## src/rtl/load_store_unit.sv

```systemverilog
// Load/store unit: drives a word-organised memory port for byte, halfword and word
// accesses, doing read-modify-write for sub-word stores and extension for loads.
module load_store_unit #(
  parameter int addresswidth = 30,
  parameter int width        = 32
) (
  input  logic                    clk,
  input  logic                    reset,
  input  logic                    req_valid,
  output logic                    req_ready,
  input  logic                    req_write,
  input  logic [1:0]              req_size,
  input  logic                    req_signed,
  input  logic [31:0]             req_addr,
  input  logic [width-1:0]        req_wdata,
  output logic                    resp_valid,
  output logic [width-1:0]        resp_rdata,
  output logic                    resp_error,
  output logic [addresswidth-1:0] mem_address,
  output logic                    mem_writeEnable,
  output logic [width-1:0]        mem_dataIn,
  input  logic [width-1:0]        mem_dataOut
);

  typedef enum logic [1:0] {
    S_IDLE  = 2'b00,
    S_READ  = 2'b01,
    S_WRITE = 2'b10,
    S_RESP  = 2'b11
  } state_t;

  state_t            state_q, state_d;
  logic [31:0]       addr_q, addr_d;
  logic [1:0]        size_q, size_d;
  logic              signed_q, signed_d;
  logic              write_q, write_d;
  logic [width-1:0]  data_q, data_d;
  logic [width-1:0]  rdata_q, rdata_d;
  logic              error_q, error_d;

  function automatic logic is_misaligned(input logic [1:0] size, input logic [1:0] lo);
    logic r;
    case (size)
      2'b00:   r = 1'b0;
      2'b01:   r = lo[0];
      2'b10:   r = (lo != 2'b00);
      default: r = 1'b1;
    endcase
    return r;
  endfunction

  // Replace the addressed lane of word with the low bits of wdata; word stores pass wdata.
  function automatic logic [31:0] merge_lane(input logic [31:0] word, input logic [31:0] wdata,
                                             input logic [1:0] lane, input logic [1:0] size);
    logic [31:0] r;
    r = word;
    case (size)
      2'b00: r[{lane, 3'b000} +: 8] = wdata[7:0];
      2'b01: begin
        if (lane[1]) begin
          r[31:16] = wdata[15:0];
        end else begin
          r[15:0] = wdata[15:0];
        end
      end
      default: r = wdata;
    endcase
    return r;
  endfunction

  function automatic logic [31:0] extract_lane(input logic [31:0] word, input logic [1:0] lane,
                                               input logic [1:0] size, input logic sgn);
    logic [7:0]  b;
    logic [15:0] h;
    logic [31:0] r;
    b = word[{lane, 3'b000} +: 8];
    h = lane[1] ? word[31:16] : word[15:0];
    case (size)
      2'b00:   r = {{24{sgn & b[7]}}, b};
      2'b01:   r = {{16{sgn & h[15]}}, h};
      default: r = word;
    endcase
    return r;
  endfunction

  always_comb begin
    state_d  = state_q;
    addr_d   = addr_q;
    size_d   = size_q;
    signed_d = signed_q;
    write_d  = write_q;
    data_d   = data_q;
    rdata_d  = rdata_q;
    error_d  = error_q;
    case (state_q)
      S_IDLE: begin
        if (req_valid) begin
          addr_d   = req_addr;
          size_d   = req_size;
          signed_d = req_signed;
          write_d  = req_write;
          data_d   = req_wdata;
          if (is_misaligned(req_size, req_addr[1:0])) begin
            rdata_d = 32'h0000_0000;
            error_d = 1'b1;
            state_d = S_RESP;
          end else if (req_write && (req_size == 2'b10)) begin
            state_d = S_WRITE;
          end else begin
            state_d = S_READ;
          end
        end else begin
          state_d = S_IDLE;
        end
      end
      S_READ: begin
        // Sub-word stores fold the fetched word into the write buffer here.
        if (write_q) begin
          data_d  = merge_lane(mem_dataOut, data_q, addr_q[1:0], size_q);
          state_d = S_WRITE;
        end else begin
          rdata_d = extract_lane(mem_dataOut, addr_q[1:0], size_q, signed_q);
          error_d = 1'b0;
          state_d = S_RESP;
        end
      end
      S_WRITE: begin
        rdata_d = 32'h0000_0000;
        error_d = 1'b0;
        state_d = S_RESP;
      end
      S_RESP:  state_d = S_IDLE;
      default: state_d = S_IDLE;
    endcase
  end

  always_ff @(posedge clk or posedge reset) begin
    if (reset) begin
      state_q  <= S_IDLE;
      addr_q   <= 32'h0000_0000;
      size_q   <= 2'b00;
      signed_q <= 1'b0;
      write_q  <= 1'b0;
      data_q   <= 32'h0000_0000;
      rdata_q  <= 32'h0000_0000;
      error_q  <= 1'b0;
    end else begin
      state_q  <= state_d;
      addr_q   <= addr_d;
      size_q   <= size_d;
      signed_q <= signed_d;
      write_q  <= write_d;
      data_q   <= data_d;
      rdata_q  <= rdata_d;
      error_q  <= error_d;
    end
  end

  assign req_ready       = (state_q == S_IDLE);
  assign resp_valid      = (state_q == S_RESP);
  assign mem_writeEnable = (state_q == S_WRITE);
  assign resp_rdata      = rdata_q;
  assign resp_error      = error_q;
  assign mem_address     = addr_q[addresswidth+1:2];
  assign mem_dataIn      = data_q;

endmodule

```

## config.mk

```make
export PLATFORM = sky130hd
export DESIGN_NAME = load_store_unit
export DESIGN_NICKNAME = d
export VERILOG_FILES = /design/src/rtl/load_store_unit.sv
export SDC_FILE = /design/constraint.sdc
export NUM_CORES = 1
export LEC_CHECK = 0
export ABC_AREA = 1
export ABC_CLOCK_PERIOD_IN_PS = 5150
export BUFFER_PORTS_ARGS = -buffer_cell sky130_fd_sc_hd__buf_2
export CAP_MARGIN = 15
export CORE_MARGIN = 3
export CORE_UTILIZATION = 51
export CTS_CLUSTER_DIAMETER = 80
export CTS_CLUSTER_SIZE = 14
export DETAILED_ROUTE_END_ITERATION = 8
export GPL_TIMING_DRIVEN = 0
export PLACE_DENSITY = 0.86
export REMOVE_ABC_BUFFERS = 1
export SLEW_MARGIN = 25
export SYNTH_ARGS = -nofsm -noshare
export SYNTH_HDL_FRONTEND = slang
export SYNTH_SLANG_ARGS = --single-unit
```

## constraint.sdc

```tcl
create_clock -name clk -period 5.15 [get_ports clk]
set_input_delay 1.2875 -clock clk [delete_from_list [all_inputs] [get_ports clk]]
set_output_delay 1.2875 -clock clk [all_outputs]
set_load 0.1 [all_outputs]
```

== Yosys cells after proc, flatten, opt, wreduce, memory -nomap -nowiden ==
Index checks and enable logic that the tools add are counted.
Word-level totals
  register bits after elaboration: 103
  logic and storage cells: 63
Operators by class
  $add $sub $neg: 1
  equality and inequality tests: 12
  shift-type cells: 3
  mux-type cells: 25
  bitwise logic cells: 2
  reductions and logical operators: 11
Operator list (number)
  32-bit case mux with 2 select lines: 3
  32-bit two-way mux: 5
  32-bit case mux with 3 select lines: 1
  16-bit two-way mux: 3
  32-bit bitwise mux: 1
  8-bit by 7-bit variable shift with 32-bit output (first input constant): 1
  32-bit by 6-bit variable part select with 8-bit output: 1
  8-bit by 7-bit variable part select with 32-bit output: 1
  2-bit case mux with 4 select lines: 1
  4-bit AND reduction: 2
  5-bit negation with 7-bit output: 1
  2-bit by 1-bit == test with 1-bit output (second input constant): 3
  2-bit == test (second input constant): 3
  2-bit zero test: 3
  1-bit two-way mux: 6
  2-bit two-way mux: 3
  2-bit != test (second input constant): 3
  3-bit != test (second input constant): 2
  1-bit case mux with 3 select lines: 2
  5-bit AND reduction: 1
  2-bit nonzero test: 2
  3-bit nonzero test: 1
  1-bit bitwise AND: 2
  2-bit by 1-bit != test with 1-bit output (second input constant): 1
  2 further kinds: 2

== Depth between registers and ports, before layout ==
  word-level depth: 7
  depth in mapped cells: 12

== Worst setup path before layout ==
No wires, ideal clock.
  kind: register -> output
  start point: register state_q[0]
  end point: output req_ready
  data arrival time: 1297 ps
  setup slack: 2566 ps
  cell stages (with the launch flop): 3
  buffers on the path: 0
  path through: dfrtp_1 > inv_1 > ha_1
On the way
  longest elaborated chain between the ends: 1
RTL lines
  start: declaration: line 32  | state_t state_q, state_d;
  start signal: assignment: line 148  | state_q <= state_d;
  2-bit zero test: line 159  | assign req_ready = (state_q == S_IDLE);
  end: declaration: line 10  | output logic req_ready,
Every way passes these cells.

== Worst setup path in the final report ==
  start point: register state_q[1]
  end point: register data_q[3], in the netlist mem_dataIn[3]
On the way
  longest elaborated chain between the ends: 3
  elaborated cells on any way between the ends: 9
  those cells by class: eq/ne: 5; mux: 1; reduce/logical: 3
RTL lines
  2-bit by 1-bit == test with 1-bit output or 2-bit zero test (tied branches): line 95  | case (state_q)
  3-bit != test (no source line) (tied with other cells)
  5-bit AND reduction (no source line)
  end signal: assignment: line 153  | data_q <= data_d;
  end: declaration: line 37  | logic [width-1:0] data_q, data_d;
Parallel ways exist; a longest one is shown, timed or not.
A chain may end at the register's enable or synchronous reset.

==> impl_metrics.ini <==
[sta]
finalMaxSlewViolations = 0
hold_slack_ns = 0.471
post-route-period-util_pct = 56.7
tightest_slew_ns = 0.935
finalHoldViolations = 0
fmax_mhz = 342
fin_ws_ns = 2.23
maxSlewHeadroom_pct = 37.6
rsz0062_at_grt = no
finalCriticalPeriod_ns = 2.92
setup_viol = 0
finalSetupTns_ns = 0
fin_worst_skew_ns = 0.0120

[cells_and_area]
mostFrequentLayoutCell = nand2_1
n_antenna_cell = 0
drive_above_1_share_pct = 25.4
nFillCells = 1017
syn_to_final_growth_pct = 17.6
fin_area_sq_um = 7080
final_nets = 1089
layout_common_cells = nand2_1, buf_2, dfrtp_1

[min_path]
hp-class = reg -> reg

[global_route]
grt_usage_pct = 27.3
grt_antenna_before_repair = 2
grt_pass1_wl_mm = 28.2
grt_max_degree = 62
grt_overflow = 0
grt_pass1_vias = 5659

[die]
coreArea_sq_um = 11500
die_h_microns = 115
ios = 201
floorplan.initialDensity_pct = 52.5
num_rows = 39
die_x_microns = 115
dieArea_sq_um = 13100

[clock_tree]
cts_resized = 0
path_clk_slew_ns = 0.06
h-tree-depth = 3
hold_buffers = 0
root_buffer = clkbuf_16
cts_tree = done
clk_path_buf_depth = 2
cts_sinks = 103
cts_buffers = 9
clkLatencyLatePin_ns = 0.35
cts_setup_buffers = 0

[synth]
synthAdderAreaFrac_pct = 1.87
synth_seq_cells = 103
synth_top_family_by_area = simple AND/OR/NAND/NOR gates
syn_area_sq_um = 6020
synth_seq_area_share_pct = 42.8
synth_xor_area_share_pct = 0
synth.distinct_cells = 29
synth_cells = 839
yosys-mux-area-fraction_pct = 0
yosys.area_share.simple_pct = 33.1
synth_compound_area_share_pct = 12.0
ys_warn_count = 0
syn_area_per_cell_sq_um = 7.18

[worst_setup_path]
required_ns = 5.37
endpoint_kind = flip-flop
arrival_ns = 3.15
path_class = reg -> reg
crit_path_start_kind = flip-flop
worstPathMaxFanout = 39

[placement]
dpl.hpwl_mm = 13.1
post-place-ws_ns = 1.93
io_buffers = 200
placed_area_sq_um = 6770
globalplace.congestion = 0.939

[detailed_routing]
drc_errors = 0
drtIter0Drc = 544
wire_per_inst_microns = 16.0
totalWireLength_mm = 18.0
dr.pass1.iters = 5
via_per_inst = 5.44
vias = 6119
drtAntennaViolNets = 0

[outcome]
status = complete, no violations

[job]
cap_viol_max_count = 0
kinds of logic (layout without fill, tap and decap cells):
| family | after synthesis | in the layout |
|---|---|---|
| compound gates | 137 | 137 |
| buf+inv | 111 | 254 |
| simple gates | 479 | 479 |
| fa+ha+maj | 9 | 9 |
| flops | 103 | 103 |
layout make-up:
type | instances | area [sq um] | area share (%)
Multi-Input combinational cell | 625 | 2840 | 40.0
Sequential cell | 103 | 2580 | 36.4
Timing Repair Buffer | 201 | 1030 | 14.5
Clock buffer | 13 | 270 | 3.82
Tap cell | 143 | 179 | 2.53
Inverter | 37 | 146 | 2.07
Clock inverter | 3 | 40.0 | 0.566
metal layers:
layer	share of wire (%)	global-route usage, %
met5	0.13	0
met4	3.2	10.8
met3	10	8.77
met2	45	42.8
met1	41	35.1
worst max-delay path: stages, from the launching register on:
cell and delay, ns:
dfrtp_1 0.40, inv_1 0.09, ha_2 0.60, inv_2 0.50, o21ai_1 0.28, nand2_2 0.33, nor2_4 0.22, nand2_2 0.21
nand2_1 0.11, o21ai_1 0.06
stage by stage:
step,std cells,utilization (%)
6_report,1125,61.7
5_1_grt,1125,61.7
4_1_cts,1125,61.7
3_5_place_dp,1109,59.0
3_3_place_gp,1108,58.7
2_1_floorplan,765,-
flip-flops by register name, indices dropped and copies added, names as in the netlist:
name	count
write_q	1
state_q	2
size_q	2
resp_rdata	32
mem_dataIn	32
signed_q	1
addr_q	32
resp_error	1
Yosys cell counts:
library cell / count / area share (%)
nand2_1: 330 / 21
dfrtp_1: 103 / 43
a21oi_1: 70 / 5.8
nand3_1: 66 / 5.5
nor2_1: 56 / 3.5
o21ai_0: 40 / 3.3
buf_4: 36 / 4.5
inv_1: 30 / 1.9
clkbuf_1: 16 / 1.0
buf_2: 14 / 1.2
o21ai_1: 10 / 0.83
ha_1: 9 / 1.9
o211ai_1: 7 / 0.87
or2_2: 7 / 0.73
buf_6: 6 / 1.1
inv_2: 6 / 0.37
a31oi_1: 5 / 0.52
nand2_2: 5 / 0.52
nor2_4: 4 / 0.75
nor3_1: 4 / 0.33
o21bai_1: 3 / 0.37
a21o_1: 2 / 0.25
buf_1: 2 / 0.12
nand2_4: 2 / 0.37
nand4_1: 2 / 0.21
inv_4: 1 / 0.10
nand3b_1: 1 / 0.12
nand4_4: 1 / 0.35
nor3_2: 1 / 0.17
path summary, 6_finish.rpt:
check	end	cells past startpoint	start	slack, ns
setup / recovery	mem_dataIn[3]	9	state_q[1]	2.23
max in group asynchronous	mem_dataIn[2]	3	reset	3.58
hold reg to reg	resp_rdata[4]	2	resp_rdata[4]	0.47
setup reg to reg	mem_dataIn[3]	9	state_q[1]	2.23
hold / removal	resp_rdata[4]	2	resp_rdata[4]	0.47
min in group asynchronous	resp_rdata[28]	2	reset	0.94
Power is left out: the tool's default activity adds up to more than one toggle a clock period on the data nets, which glitch-free logic cannot reach.
